### src/rtl/axi4_rd_slaver_responder_pkg.sv
// Shared definitions for the AXI4 read-only slave responder.
// Holds the AXI burst/response encodings, the control FSM state type and a
// small helper that classifies an AR request as legal or error.
package axi4_rd_slaver_responder_pkg;

  typedef enum logic [1:0] {
    BURST_FIXED = 2'b00,
    BURST_INCR  = 2'b01,
    BURST_WRAP  = 2'b10
  } burst_e;

  localparam logic [1:0] RESP_OKAY   = 2'b00;
  localparam logic [1:0] RESP_SLVERR = 2'b10;

  typedef enum logic [1:0] {
    ST_IDLE  = 2'd0,
    ST_BURST = 2'd1,
    ST_DRAIN = 2'd2
  } state_e;

  // Only FIXED and INCR are served from memory, and a beat may not be wider
  // than the data bus. WRAP and the reserved encoding become error bursts.
  function automatic logic burst_is_legal(input logic [1:0] burst,
                                          input logic [2:0] size,
                                          input logic [2:0] max_size);
    return ((burst == BURST_FIXED) || (burst == BURST_INCR)) && (size <= max_size);
  endfunction

endpackage

### src/rtl/axi4_rd_skid_fifo.sv
// Two-entry R-channel buffer.
// Ports:
//   i_clk, i_rst            clock, synchronous active-high reset
//   i_push, i_data/resp/last/id   write side (ignored when full)
//   i_pop                   read side (ignored when empty)
//   o_valid, o_data/resp/last/id  head entry, held until popped
//   o_count                 occupancy 0..2
module axi4_rd_skid_fifo #(
  parameter int DATA_WIDTH = 32,
  parameter int ID_WIDTH   = 4
) (
  input  logic                  i_clk,
  input  logic                  i_rst,
  input  logic                  i_push,
  input  logic [DATA_WIDTH-1:0] i_data,
  input  logic [1:0]            i_resp,
  input  logic                  i_last,
  input  logic [ID_WIDTH-1:0]   i_id,
  input  logic                  i_pop,
  output logic                  o_valid,
  output logic [DATA_WIDTH-1:0] o_data,
  output logic [1:0]            o_resp,
  output logic                  o_last,
  output logic [ID_WIDTH-1:0]   o_id,
  output logic [1:0]            o_count
);

  logic [1:0][DATA_WIDTH-1:0] r_data;
  logic [1:0][1:0]            r_resp;
  logic [1:0]                 r_last;
  logic [1:0][ID_WIDTH-1:0]   r_id;
  logic                       r_wptr, r_rptr;
  logic [1:0]                 r_count;
  logic                       w_do_push, w_do_pop;

  assign w_do_pop  = i_pop  && (r_count != 2'd0);
  assign w_do_push = i_push && (r_count != 2'd2);

  always_ff @(posedge i_clk) begin
    if (i_rst) begin
      r_data  <= '0;
      r_resp  <= '0;
      r_last  <= '0;
      r_id    <= '0;
      r_wptr  <= 1'b0;
      r_rptr  <= 1'b0;
      r_count <= 2'd0;
    end else begin
      if (w_do_push) begin
        r_data[r_wptr] <= i_data;
        r_resp[r_wptr] <= i_resp;
        r_last[r_wptr] <= i_last;
        r_id[r_wptr]   <= i_id;
        r_wptr         <= ~r_wptr;
      end
      if (w_do_pop) r_rptr <= ~r_rptr;
      case ({w_do_push, w_do_pop})
        2'b10:   r_count <= r_count + 2'd1;
        2'b01:   r_count <= r_count - 2'd1;
        default: r_count <= r_count;
      endcase
    end
  end

  assign o_valid = (r_count != 2'd0);
  assign o_data  = r_data[r_rptr];
  assign o_resp  = r_resp[r_rptr];
  assign o_last  = r_last[r_rptr];
  assign o_id    = r_id[r_rptr];
  assign o_count = r_count;

endmodule

### src/rtl/axi4_rd_slaver_responder.sv
// AXI4 read-only slave in front of a 1-cycle-latency synchronous memory.
// One burst outstanding at a time; FIXED/INCR served from memory, anything
// else answered with SLVERR beats without touching memory.
// Ports:
//   clock, rst                      clock, synchronous active-high reset
//   axi_ar*                         read address channel (slave side)
//   axi_r*                          read data channel (slave side)
//   mem_ren, mem_raddr, mem_rdata   memory read port, data 1 cycle after ren
module axi4_rd_slaver_responder
  import axi4_rd_slaver_responder_pkg::*;
#(
  parameter int ID_WIDTH   = 4,
  parameter int ADDR_WIDTH = 32,
  parameter int DATA_WIDTH = 32,
  parameter int MEM_AW     = 10
) (
  input  logic                  clock,
  input  logic                  rst,
  input  logic [ID_WIDTH-1:0]   axi_arid,
  input  logic [ADDR_WIDTH-1:0] axi_araddr,
  input  logic [7:0]            axi_arlen,
  input  logic [2:0]            axi_arsize,
  input  logic [1:0]            axi_arburst,
  input  logic                  axi_arvalid,
  output logic                  axi_arready,
  output logic [ID_WIDTH-1:0]   axi_rid,
  output logic [DATA_WIDTH-1:0] axi_rdata,
  output logic [1:0]            axi_rresp,
  output logic                  axi_rlast,
  output logic                  axi_rvalid,
  input  logic                  axi_rready,
  output logic                  mem_ren,
  output logic [MEM_AW-1:0]     mem_raddr,
  input  logic [DATA_WIDTH-1:0] mem_rdata
);

  localparam logic [2:0] LG_BYTES = 3'($clog2(DATA_WIDTH/8));

  state_e                r_state, w_state_nxt;
  logic [ID_WIDTH-1:0]   r_id;
  logic [ADDR_WIDTH-1:0] r_addr;
  logic [7:0]            r_len;
  logic [2:0]            r_size;
  logic                  r_fixed;
  logic                  r_err;
  logic [7:0]            r_issue_cnt;
  logic                  r_if_vld;   // a read was issued last cycle
  logic                  r_if_last;  // ...and it was the final beat

  logic                  w_arready, w_issue, w_ar_hs, w_pop;
  logic [2:0]            w_credit;
  logic                  w_fifo_vld, w_fifo_last;
  logic [DATA_WIDTH-1:0] w_fifo_data;
  logic [1:0]            w_fifo_resp;
  logic [ID_WIDTH-1:0]   w_fifo_id;
  logic [1:0]            w_fifo_count;

  assign w_ar_hs = w_arready && axi_arvalid;
  assign w_pop   = axi_rvalid && axi_rready;

  // Slots that will be occupied next cycle if nothing new is issued:
  // buffered beats plus the read whose data lands next cycle, minus a pop.
  assign w_credit = {1'b0, w_fifo_count} + {2'b00, r_if_vld} - {2'b00, w_pop};

  always_comb begin
    w_state_nxt = r_state;
    w_arready   = 1'b0;
    w_issue     = 1'b0;
    case (r_state)
      ST_IDLE: begin
        w_arready = 1'b1;
        if (axi_arvalid) w_state_nxt = ST_BURST;
      end
      ST_BURST: begin
        if (w_credit < 3'd2) begin
          w_issue = 1'b1;
          if (r_issue_cnt == r_len) w_state_nxt = ST_DRAIN;
        end
      end
      ST_DRAIN: begin
        if (w_pop && w_fifo_last) w_state_nxt = ST_IDLE;
      end
      default: w_state_nxt = ST_IDLE;
    endcase
    if (rst) begin
      w_arready   = 1'b0;
      w_issue     = 1'b0;
      w_state_nxt = ST_IDLE;
    end
  end

  always_ff @(posedge clock) begin
    if (rst) begin
      r_state     <= ST_IDLE;
      r_id        <= '0;
      r_addr      <= '0;
      r_len       <= '0;
      r_size      <= '0;
      r_fixed     <= 1'b0;
      r_err       <= 1'b0;
      r_issue_cnt <= '0;
      r_if_vld    <= 1'b0;
      r_if_last   <= 1'b0;
    end else begin
      r_state   <= w_state_nxt;
      r_if_vld  <= w_issue;
      r_if_last <= w_issue && (r_issue_cnt == r_len);
      if (w_ar_hs) begin
        r_id        <= axi_arid;
        r_addr      <= axi_araddr;
        r_len       <= axi_arlen;
        r_size      <= axi_arsize;
        r_fixed     <= (axi_arburst == BURST_FIXED);
        r_err       <= !burst_is_legal(axi_arburst, axi_arsize, LG_BYTES);
        r_issue_cnt <= '0;
      end else if (w_issue) begin
        r_issue_cnt <= r_issue_cnt + 8'd1;
        if (!r_fixed) r_addr <= r_addr + (ADDR_WIDTH'(1) << r_size);
      end
    end
  end

  // Error bursts walk the same issue/credit path as legal ones so timing
  // and backpressure behave identically; they just never strobe memory.
  axi4_rd_skid_fifo #(
    .DATA_WIDTH(DATA_WIDTH),
    .ID_WIDTH  (ID_WIDTH)
  ) u_rbuf (
    .i_clk  (clock),
    .i_rst  (rst),
    .i_push (r_if_vld),
    .i_data (r_err ? '0 : mem_rdata),
    .i_resp (r_err ? RESP_SLVERR : RESP_OKAY),
    .i_last (r_if_last),
    .i_id   (r_id),
    .i_pop  (w_pop),
    .o_valid(w_fifo_vld),
    .o_data (w_fifo_data),
    .o_resp (w_fifo_resp),
    .o_last (w_fifo_last),
    .o_id   (w_fifo_id),
    .o_count(w_fifo_count)
  );

  // Outputs are forced to zero for the whole time rst is high, including
  // the cycle before the first reset edge.
  assign axi_arready = w_arready;
  assign axi_rvalid  = w_fifo_vld && !rst;
  assign axi_rdata   = rst ? '0 : w_fifo_data;
  assign axi_rresp   = rst ? 2'b00 : w_fifo_resp;
  assign axi_rlast   = w_fifo_last && !rst;
  assign axi_rid     = rst ? '0 : w_fifo_id;
  assign mem_ren     = w_issue && !r_err;
  assign mem_raddr   = rst ? '0 : MEM_AW'(r_addr >> LG_BYTES);

endmodule

### config.mk
export PLATFORM = sky130hd
export DESIGN_NAME = axi4_rd_slaver_responder
export DESIGN_NICKNAME = d
export VERILOG_FILES = /design/src/rtl/axi4_rd_slaver_responder_pkg.sv /design/src/rtl/axi4_rd_skid_fifo.sv /design/src/rtl/axi4_rd_slaver_responder.sv
export SDC_FILE = /design/constraint.sdc
export NUM_CORES = 1
export LEC_CHECK = 0
export BUFFER_PORTS_ARGS = -buffer_cell sky130_fd_sc_hd__buf_2
export CAP_MARGIN = 20
export CORE_UTILIZATION = 30
export CTS_CLUSTER_SIZE = 30
export DETAILED_ROUTE_END_ITERATION = 6
export GPL_ROUTABILITY_DRIVEN = 0
export MAX_ROUTING_LAYER = met4
export PLACE_DENSITY = 0.54
export SETUP_SLACK_MARGIN = 0.5
export SLEW_MARGIN = 20
export SYNTH_ARGS = -nofsm -noshare
export SYNTH_HDL_FRONTEND = slang
export SYNTH_HIERARCHICAL = 1
export SYNTH_SLANG_ARGS = --single-unit
### constraint.sdc
create_clock -name clock -period 3.35 [get_ports clock]
set_input_delay 0.5025 -clock clock [delete_from_list [all_inputs] [get_ports clock]]
set_output_delay 0.5025 -clock clock [all_outputs]
set_load 0.01 [all_outputs]
# Word-level counts from Yosys, hierarchy flattened
# Cells that the tools add are included.
# Widths: inputs -> output; s select.
# totals
input_bits,85
rom_bits,0
memories,0
ff_bits,143
ram_bits,0
latch_bits,0
# op_classes
mux,40
add_sub_neg,6
shift,1
n_reduce_logical,23
div_mod_pow,0
bitwise_logic,2
n_mul,0
n_eq_ne,12
order_cmp,5
# op_table
operator,count
$mux 32,8
$bwmux 64,1
$add 32x32->32,1
$demux 32 s1,1
$shl 1x3->32 const A,1
$mux 2,9
$mux 4,4
$logic_and 1x1->1,11
$mux 10,1
$ne 2x2->1 const B,5
$add 8x1->8 const B,1
$bwmux 8,1
$eq 8x8->1,1
$mux 1,8
$eq 2x1->1 const B,3
$pmux 2 s3,1
$reduce_bool 2->1,3
$bwmux 4,1
$demux 4 s1,1
$eq 2x2->1 const B,2
$logic_not 2->1,2
$lt 1x2->1 const B,2
$pmux 2 s2,1
$reduce_and 4->1,1
other kinds (16),19

# Logic depth before layout (Yosys ltp)
# Gate-level depths: netlist of the first run.
# logic_depth
ltp_word,10
depth_mapped,11
ltp_nobuf,10

# Cells and area by module
# Netlist of the first run, hierarchy kept.
# by_module_without_submodules
mod,seq_area_each_um2,cells_per_inst,n_inst,area_per_inst_um2
axi4_rd_skid_fifo,1641.6,409,1,3920.0
axi4_rd_slaver_responder,820.8,349,1,2708.8

# Worst setup path before layout of the first run
# Ideal clock, no wire load.
# synth_path
path_type,register to register
from,register u_rbuf.r_count[1] (netlist: u_rbuf/o_count[1])
to,register r_addr[8]
slack_ns,0.407
arrival_time_ns,2.808
setup_time_ns,0.136
stages_incl_launch_ff,12
path_buffers,1
path_cell_list,dfxtp_1 or2_2 and3b_1 ha_1 nand2b_1 fa_1 nand4bb_4 or3_1 buf_2 a211oi_2 xnor2_1 a211oi_2
# synth_between
elab_chain_len,10
elab_cells_between_ends,11
cone_classes,2 x add/sub; 1 x order compare; 3 x mux; 5 x reduce/logical
# synth_lines
element,line,rtl
from (decl),axi4_rd_skid_fifo.sv:33,logic [1:0] r_count;
from (signal assigned),axi4_rd_skid_fifo.sv:58,2'b10: r_count <= r_count + 2'd1;
from (signal assigned),axi4_rd_skid_fifo.sv:59,2'b01: r_count <= r_count - 2'd1;
from (signal assigned),axi4_rd_skid_fifo.sv:60,default: r_count <= r_count;
$reduce_bool 2->1,axi4_rd_skid_fifo.sv:65,assign o_valid = (r_count != 2'd0);
named net w_fifo_vld,axi4_rd_slaver_responder.sv:52,"logic w_fifo_vld, w_fifo_last;"
$logic_and 1x1->1,axi4_rd_slaver_responder.sv:148,assign axi_rvalid = w_fifo_vld && !rst;
$logic_and 1x1->1,axi4_rd_slaver_responder.sv:59,assign w_pop = axi_rvalid && axi_rready;
named net w_pop,axi4_rd_slaver_responder.sv:50,"logic w_arready, w_issue, w_ar_hs, w_pop;"
$sub 3x1->3,axi4_rd_slaver_responder.sv:63,"assign w_credit = {1'b0, w_fifo_count} + {2'b00, r_if_vld} - {2'b00, w_pop};"
$lt 3x2->1,axi4_rd_slaver_responder.sv:75,if (w_credit < 3'd2) begin
$mux 1,axi4_rd_slaver_responder.sv:75,
$mux 1,axi4_rd_slaver_responder.sv:69,case (r_state)
$mux 1,axi4_rd_slaver_responder.sv:85,if (rst) begin
$reduce_bool 2->1 (no source line),--,
$reduce_and 2->1 (no source line),--,
to (signal assigned),axi4_rd_slaver_responder.sv:110,r_addr <= axi_araddr;
to (signal assigned),axi4_rd_slaver_responder.sv:118,if (!r_fixed) r_addr <= r_addr + (ADDR_WIDTH'(1) << r_size);
to (decl),axi4_rd_slaver_responder.sv:41,logic [ADDR_WIDTH-1:0] r_addr;
# The timed path passes the listed nets, and every way through them passes these cells.
# A chain may end at the register's enable or synchronous reset.

# Worst setup path in the final report of the first run
# layout_path
from,register u_rbuf.r_count[0] (netlist: u_rbuf/o_count[0])
to,register r_addr[8]
# The elaborated chain is that of the path after synthesis.

==> results.yml, run 1 <==
power:
  p_int_w: 0.00311
  seq_power_share_pct: 38.8
  p_per_area_nw_per_um2: 500
  swShare_pct: 24.5
  pwr-share-clk_pct: 47.4
  power.net_switching_w: 0.00101
  ir_worst_vdd_v: 0.000405
  combPwrFrac_pct: 13.9
  p_leak_nw: 3.40
clock_network:
  path_clk_slew_ps: 60
  cts_inserted_buffers: 17
  root_buffer: "clkbuf_16"
  postCtsHoldBufs: 0
  cts_sinks: 123
  insertion_delay_ps: 400
  h-tree-depth: 4
  cts_tree: "done"
  cts_buffer_depth: 2
critical_path:
  timing.critical_path.to_type: "register"
  worstSetupPathType: "register to register"
  worstPathBufferInverterCount: 2
  worst_ep_required_time_ps: 3610
  max_stage_delay_ps: 570
  path_delay_family: "simple AND/OR/NAND/NOR gates"
  arrival_ps: 3310
  crit_path_start_kind: "register"
  crit_fanout: 5
  path_common_cell: "a211oi_2"
  path_cells: "or2_4, and3b_2, ha_4, nand2b_4, fa_2, nand4bb_4, buf_4, buf_6, or3_4, a211oi_2, xnor2_1, a211oi_2"
  crit_slowest_cell: "fa_2"
timing:
  fin_setup_tns_ps: 0
  tightest_slew_ps: 897
  finalCritPeriodShare_pct: 91.0
  hold_violations: 0
  slew-limit-headroom_pct: 40.2
  setup_viol: 0
  rsz0062_at_grt: "true"
  fmax_mhz: 328
  finalWorstSetupSlack_ps: 300
  skew_ps: 7.42
  period_needed_ps: 3050
  slew_viol_final: 0
layout:
  area_growth_pct: 24.2
  finalNetCount: 957
  drive_gt1_share_pct: 26.8
  nFillCells: 2293
routing:
  detail_route.iter0.violations: 247
  post_drt_wl_per_cell_um: 14.1
  drc: 0
  drtPass1Iterations: 4
  antenna_left: 0
  avgViaCountPerCell: 4.64
  routed_wl_um: 16200
  num_vias: 5339
logic_synthesis:
  yosysTopAreaCell: "dfxtp_1"
  ys.flop_type: "dfxtp_1"
  yosysTopAreaCellShare_pct: 37.1
  synth_cells: 758
  synthTopCellsByCount: "123 x dfxtp_1, 121 x nor2b_1, 82 x nand2b_1"
  syn-num-nets: 856
  synth_most_common_cell: "dfxtp_1"
  ys_async_sr_fraction_pct: 0
  synth_cell_types: 53
  avgSynthCellArea_um2: 8.75
  syn_area_um2: 6630
  yosys_register_bits: 123
  synth_edf_count: 0
  yosysWarnings: 6
  synth_area_leaders: "dfxtp_1 37%, nor2b_1 11%, nand2b_1 7.7%, mux2_2 6.6%, mux2i_1 6.0%"
  yosysSeqAreaShare_pct: 37.1
grt:
  grt_pass1_vias: 5119
  grt_overflow: 0
  antenna_found_initial: 1
  grt_pass1_wl_um: 25900
  grt.total_usage_pct: 15.1
  grt_max_degree: 206
floorplanning:
  die_h_um: 151
  rows: 54
  io_pins: 137
  core_region_area_um2: 21800
  die-area_um2: 22700
  die_width_um: 151
  start_util_pct: 30.5
placed_design:
  io_buffers: 116
  pre_cts_slack_ps: 284
  dp_hpwl_um: 9800
hold_path:
  hp-class: "input port to register"
flow_run:
  maxCapViolations: 0
outcome:
  status: "finished, final reports clean"
-- final cells by class --
| class | instances | area (um2) | area share [%] |
|---|---|---|---|
| antenna | 1 | 2.50 | 0.0304 |
| clock buffer | 23 | 488 | 5.93 |
| clock inverter | 7 | 138 | 1.67 |
| inverter | 2 | 7.51 | 0.0912 |
| multi-input combinational | 578 | 4000 | 48.5 |
| sequential | 123 | 2470 | 29.9 |
| tap | 280 | 350 | 4.25 |
| timing repair buffer | 137 | 785 | 9.53 |
-- power by group through the flow --
stage / registers, W / logic, W / clock network, W
after floorplan: 0.00160 / 0.000375 / 0
after global placement: 0.00162 / 0.000527 / 0
after detailed placement: 0.00162 / 0.000528 / 0
after CTS: 0.00159 / 0.000553 / 0.00201
after global routing: 0.00161 / 0.000636 / 0.00208
final: 0.00160 / 0.000571 / 0.00195
-- registers in the layout, summed over array words and instances (netlist names) --
name / cells
r_id: 4
r_err: 1
u_rbuf/r_id: 8
r_addr: 12
u_rbuf/r_last: 2
r_state: 2
u_rbuf/r_data: 64
u_rbuf/r_rptr: 1
r_if_vld: 1
r_if_last: 1
u_rbuf/o_count: 2
r_size: 3
r_issue_cnt: 8
u_rbuf/r_resp: 4
r_fixed: 1
r_len: 8
u_rbuf/r_wptr: 1
-- through the flow --
stage                     area (um2)  hold WS [ps]  total power (W)  cells  utilization, %
after CTS                       8140           310          0.00415   1146            37.4
after detailed placement        7410           448          0.00215   1110            34.1
final                           8230           335          0.00412   1151            37.8
after global placement          7410           448          0.00215   1110            34.1
after global routing            8230           319          0.00432   1151            37.8
after floorplan                 6630           437          0.00198    758               -
-- timing repair --
item,CTS,global route
setup endpoints to repair,10,17
resized for setup,11,14
setup buffers,6,4
pin swaps,6,12
-- cell usage in the layout, fill, tap and decap left out, types with 3 or more instances in the layout --
cell type and n:
nor2b_1 121, buf_4 15, xor2_1 17, mux2_2 39, nand2b_1 80, clkbuf_8 4, ha_1 10, bufinv_16 4
o21ai_0 76, a21oi_1 28, dfxtp_2 3, nand4_1 3, dfxtp_1 120, a31oi_1 3, mux2i_1 40, nand3_1 5
xnor2_1 8, nand2_1 48, o21ai_1 8, and3_1 4, nor3b_1 3, a22oi_2 5, or3_1 3, buf_2 115
clkbuf_16 17, nor2_1 22, buf_6 5, nor3_1 6, a22oi_1 3
-- tightest hold or removal path, stage by stage --
cell     delay (ps)
buf_2           100
nand2_1          50
a21oi_1          50
-- cells by family after synthesis --
logic type	after synthesis	synth area share [%]
xor+xnor	26	3.44
simple gates	320	28.2
buf+inv	57	4.15
fa+ha+maj	13	2.68
flops	123	37.1
compound gates	139	11.7
mux	79	12.7
other cells	1	0.0566
-- metal layers --
metal  track usage (%)  vias to the layer above  wire, um
met5                 -                        -         0
met4              4.25                        0       182
met3              3.70                       15       742
met2              23.2                      116      7170
met1              19.6                     2447      8130
li1                  -                     2761         -
-- path summary, 6_finish.rpt --
kind | startpoint | endpoint | slack [ps] | cells after the start
setup reg to reg | u_rbuf/o_count[0] | r_addr[8] | 300 | 12
hold / removal | axi_arlen[0] | r_len[0] | 330 | 3
setup / recovery | u_rbuf/o_count[0] | r_addr[8] | 300 | 12
hold reg to reg | r_id[0] | r_id[0] | 460 | 2
Note: power is estimated with default switching activity, not from simulation.
==> run 2: changes to the inputs <==
--- a/config.mk
+++ b/config.mk
@@ -6,12 +6,12 @@
 export NUM_CORES = 1
 export LEC_CHECK = 0
-export BUFFER_PORTS_ARGS = -buffer_cell sky130_fd_sc_hd__buf_2
 export CAP_MARGIN = 20
 export CORE_UTILIZATION = 30
 export CTS_CLUSTER_SIZE = 30
 export DETAILED_ROUTE_END_ITERATION = 6
+export DONT_BUFFER_PORTS = 1
 export GPL_ROUTABILITY_DRIVEN = 0
 export MAX_ROUTING_LAYER = met4
-export PLACE_DENSITY = 0.54
+export PLACE_DENSITY = 0.49
 export SETUP_SLACK_MARGIN = 0.5
 export SLEW_MARGIN = 20
==> constraint.sdc (replaced) <==
create_clock -name clock -period 3.35 [get_ports clock]
set_input_delay 0.5025 -clock clock [delete_from_list [all_inputs] [get_ports clock]]
set_output_delay 0.5025 -clock clock [all_outputs]
set_load 0.02 [all_outputs]
==> results.yml, run 2 (synthesized netlist as in run 1, its figures left out) <==
critical_path:
  endpoint: "mem_ren"
  startpoint: "u_rbuf/o_count[0]"
  crit_path_start_kind: "register"
  path_delay_family: "simple AND/OR/NAND/NOR gates"
  crit_fanout: 2
  cp_num_cells: 8
  worstPathBufferInverterCount: 1
  rr_worst_depth: 11
  arrival_ps: 2520
  max_stage_delay_ps: 560
  worst_ep_required_time_ps: 2850
  path_cells: "or2_4, and3b_2, ha_4, nand2b_4, fa_2, nand4bb_4, nor3_2, buf_4"
  r2r-start: "u_rbuf/o_count[0]"
  worstSetupPathType: "register to output pin"
  timing.critical_path.to_type: "output pin"
  reg2reg_slack_ps: 460
  r2r-end: "r_addr[8]"
  crit_slowest_cell: "fa_2"
timing:
  hold_violations: 0
  fin_setup_tns_ps: 0
  period_needed_ps: 3030
  setup_viol: 0
  fmax_mhz: 330
  finalCritPeriodShare_pct: 90.3
  skew_ps: 8.59
  tightest_slew_ps: 860
  rsz0062_at_grt: "true"
  slew-limit-headroom_pct: 42.5
  slew_viol_final: 0
routing:
  route.met2.wl_um: 6940
  detail_route.iter0.violations: 166
  num_vias: 4898
  drc: 1
  met3_length_um: 756
  antenna_left: 0
  drtPass1Iterations: 6
  routed_wl_um: 15700
  met1Wirelength_um: 7890
  post_drt_wl_per_cell_um: 15.3
  avgViaCountPerCell: 4.76
  highest_layer: "met4"
layout:
  design_area_um2: 7500
  area_growth_pct: 13.2
  drive_gt1_share_pct: 14.8
  utilization_pct: 34.5
  reg.largest.list: "u_rbuf/r_data x64, r_addr x12"
  finalNetCount: 836
  layout_commonest_cell: "nor2b_1"
  regMostFlops: "u_rbuf/r_data"
  largest_reg_flops: 64
  antenna_cells: 0
  most-common-layout-cells: "121 x nor2b_1, 119 x dfxtp_1, 80 x nand2b_1, 76 x o21ai_0, 48 x nand2_1"
clock_network:
  insertion_delay_ps: 410
  cts_inserted_buffers: 17
  root_buffer: "clkbuf_16"
  cts_sinks: 123
  cts_buffer_depth: 2
  path_clk_slew_ps: 60
  cts_tree: "done"
  h-tree-depth: 4
floorplanning:
  rows: 54
  die-area_um2: 22700
  die_h_um: 151
  core_region_area_um2: 21800
  io_pins: 137
  die_width_um: 151
  start_util_pct: 30.5
hold_path:
  hp-class: "input port to register"
grt:
  grt_pass1_wl_um: 24800
  grt_max_degree: 207
  grt_overflow: 0
  antenna_found_initial: 0
  grt_pass1_vias: 4653
  grt.total_usage_pct: 14.7
power:
  power.net_switching_w: 0.000980
  swShare_pct: 25.5
  ir_worst_vdd_v: 0.000309
  pwr-share-clk_pct: 45.9
  p_per_area_nw_per_um2: 512
  p_leak_nw: 2.80
  combPwrFrac_pct: 12.5
  p_int_w: 0.00286
  seq_power_share_pct: 41.5
outcome:
  violations: "DRC"
  status: "complete, but fails checks"
placed_design:
  place_area_um2: 6810
  io_buffers: 0
  dp_hpwl_um: 9470
flow_run:
  maxCapViolations: 0
## run 2: worst reg2reg max path: cells and delay by family (launching register included)
kind,cells,cell delay (ps)
AOI/OAI and AO/OA,2,380
xor gates and xnor gates,1,100
adders and majority gates,2,780
buffers and inverters,1,170
DFF,1,320
and+or+nand+nor,5,1080
## run 2: how the worst min path moves through the flow
stage,start,end,cells past startpoint
global route,rst,u_rbuf/o_count[0],1
finish,axi_arid[2],r_id[2],2
floorplan,r_id[0],r_id[0],2
detailed placement,r_id[0],r_id[0],2
global placement,r_id[1],r_id[1],2
CTS,rst,u_rbuf/o_count[1],1
## run 2: what timing repair did
action / 4_1_cts / 5_1_grt
resized for setup: 8 / 12
hold buffers: 0 / 0
hold endpoints to repair: 0 / 0
pin swaps: 7 / 5
setup buffers: 4 / 2
setup endpoints to repair: 10 / 18
## run 2: power groups by stage
stage | Combinational (W) | Clock [W] | Sequential (W)
finish | 0.000482 | 0.00176 | 0.00159
global route | 0.000540 | 0.00190 | 0.00160
CTS | 0.000479 | 0.00183 | 0.00159
detailed placement | 0.000460 | 0 | 0.00162
global placement | 0.000460 | 0 | 0.00162
floorplan | 0.000393 | 0 | 0.00160
## run 2: cell type report
| cell class | instances | area [um2] |
|---|---|---|
| Tap cell | 280 | 350 |
| Clock buffer | 22 | 464 |
| Inverter | 2 | 7.51 |
| Sequential cell | 123 | 2470 |
| Fill cell | 2269 | 14300 |
| Clock inverter | 8 | 95.1 |
| Multi-Input combinational cell | 578 | 3980 |
| Timing Repair Buffer | 16 | 136 |
## run 2: metrics by stage
step	setup WS, ps	power [W]	hold slack [ps]	std cells
finish	324	0.00384	226	1029
floorplan	445	0.00200	437	758
detailed placement	274	0.00208	443	993
global placement	267	0.00208	441	993
CTS	193	0.00390	141	1027
global route	208	0.00405	176	1029
## run 2: layer usage
layer	GRT usage, %	vias up
met2	22.4	103
met3	4.61	9
li1	-	2514
met4	3.45	0
met5	-	-
met1	18.8	2272
==> run 3: changes to the inputs <==
- REMOVE_ABC_BUFFERS: not set -> 1
- clock period: 3.35 -> 3.9 ns (I/O delays scaled with it)
==> results.yml, run 3 (synthesized netlist as in run 1, its figures left out) <==
routing:
  num_vias: 4878
  detail_route.iter0.violations: 159
  avgViaCountPerCell: 4.75
  post_drt_wl_per_cell_um: 15.2
  drc: 0
  drtPass1Iterations: 4
  routed_wl_um: 15600
  antenna_left: 0
floorplanning:
  rows: 54
  die_h_um: 151
  core_region_area_um2: 21800
  io_pins: 137
  die-area_um2: 22700
  die_width_um: 151
  start_util_pct: 30.5
critical_path:
  crit_fanout: 7
  timing.critical_path.to_type: "output pin"
  arrival_ps: 2690
  crit_path_start_kind: "register"
  reg2reg_slack_ps: 690
  r2r-start: "u_rbuf/o_count[0]"
  r2r-end: "r_addr[8]"
  worst_ep_required_time_ps: 3310
  rr_worst_depth: 11
  worstSetupPathType: "register to output pin"
clock_network:
  cts_tree: "done"
  cts_buffer_depth: 2
  root_buffer: "clkbuf_16"
  cts_inserted_buffers: 17
  cts_sinks: 123
  insertion_delay_ps: 410
  postCtsHoldBufs: 0
  h-tree-depth: 4
  path_clk_slew_ps: 60
layout:
  final_cell_count_no_fill: 1026
  most-common-layout-cells: "121 x nor2b_1, 119 x dfxtp_1, 81 x nand2b_1, 77 x o21ai_0, 48 x nand2_1"
  utilization_pct: 34.5
  reg.largest.list: "u_rbuf/r_data x64, r_addr x12"
  drive_gt1_share_pct: 13.0
  regMostFlops: "u_rbuf/r_data"
  finalNetCount: 830
  layout_commonest_cell: "nor2b_1"
  largest_reg_flops: 64
  area_growth_pct: 13.2
timing:
  hold_violations: 0
  setup_viol: 0
  rsz0062_at_grt: "false"
  holdWs_ps: 253
  skew_ps: 5.52
  finalCritPeriodShare_pct: 83.8
  slew-limit-headroom_pct: 35.8
  tightest_slew_ps: 960
  fin_setup_tns_ps: 0
  fmax_mhz: 306
  period_needed_ps: 3270
  slew_viol_final: 0
hold_path:
  hp-class: "input port to register"
  min_path_cells: 1
  holdPathEnd: "r_len[0]"
  hp-start: "rst"
power:
  p_leak_nw: 2.80
  ir_worst_vdd_v: 0.000237
  p_per_area_nw_per_um2: 477
grt:
  grt_max_degree: 207
  grt_pass1_vias: 4763
  antenna_found_initial: 1
  grt_pass1_wl_um: 24600
  grt.total_usage_pct: 14.5
  grt_overflow: 0
placed_design:
  dp_hpwl_um: 9210
  io_buffers: 0
  placed_cells: 990
flow_run:
  maxCapViolations: 0
outcome:
  status: "finished, final reports clean"
[run 3: cell types whose count changed in the layout (fill, tap and decap cells not counted), sizes merged]
cell / before / now
diode: 0 / 1
clkinvlp: 2 / 3
bufinv: 2 / 6
inv: 2 / 4
clkinv: 4 / 2
buf: 16 / 10
clkbuf: 22 / 19
[run 3: worst max path at each step]
stage,slack (ps),cells past startpoint,endpoint,from
floorplan,620,10,r_addr[11],u_rbuf/o_count[1]
global placement,610,11,r_addr[4],u_rbuf/o_count[1]
detailed placement,610,11,r_addr[4],u_rbuf/o_count[1]
CTS,520,8,mem_ren,u_rbuf/o_count[0]
global route,500,8,mem_ren,u_rbuf/o_count[0]
finish,630,8,mem_ren,u_rbuf/o_count[0]
[run 3: metrics by stage]
step	setup slack (ps)	total power [W]	area, um2
after floorplan	623	0.00168	6360
after global placement	614	0.00178	6770
after detailed placement	611	0.00178	6770
after CTS	519	0.00365	7490
after global routing	504	0.00375	7500
final	630	0.00358	7500
[run 3: power breakdown]
part / switching, W / internal (W) / leakage [nW]
registers: 0.0000629 / 0.00132 / 1.00
logic: 0.000210 / 0.000158 / 1.48
clock network: 0.000608 / 0.00122 / 0.320
[run 3: routing by layer]
layer	vias up	track usage (%)	wire (um)
met5	-	-	0
met4	0	4.35	169
met2	106	22.6	6920
met1	2245	18.1	7690
met3	14	4.00	829
li1	2513	-	-
[run 3: repair_timing]
item / 4_1_cts / 5_1_grt
endpoints found under the setup margin: 1 / 1
resized for setup: 6 / 1
pin swaps: 2 / 3
hold endpoints to repair: 0 / 0
setup buffers: 3 / 0
[run 3: worst max-delay path: stages, from the launching register on]
cell and delay, ps:
dfxtp_2 350, or2_2 290, and3b_2 220, ha_1 280, nand2b_1 150, fa_1 450, xor2_4 200, nor3_2 160
buf_4 170
[run 3: cell type report]
cell class / count / area [um2]
Fill cell: 2301 / 14300
Multi-Input combinational cell: 578 / 3920
Inverter: 2 / 7.51
Antenna cell: 1 / 2.50
Tap cell: 280 / 350
Sequential cell: 123 / 2470
Timing Repair Buffer: 10 / 75.1
Clock buffer: 19 / 443
Clock inverter: 13 / 238
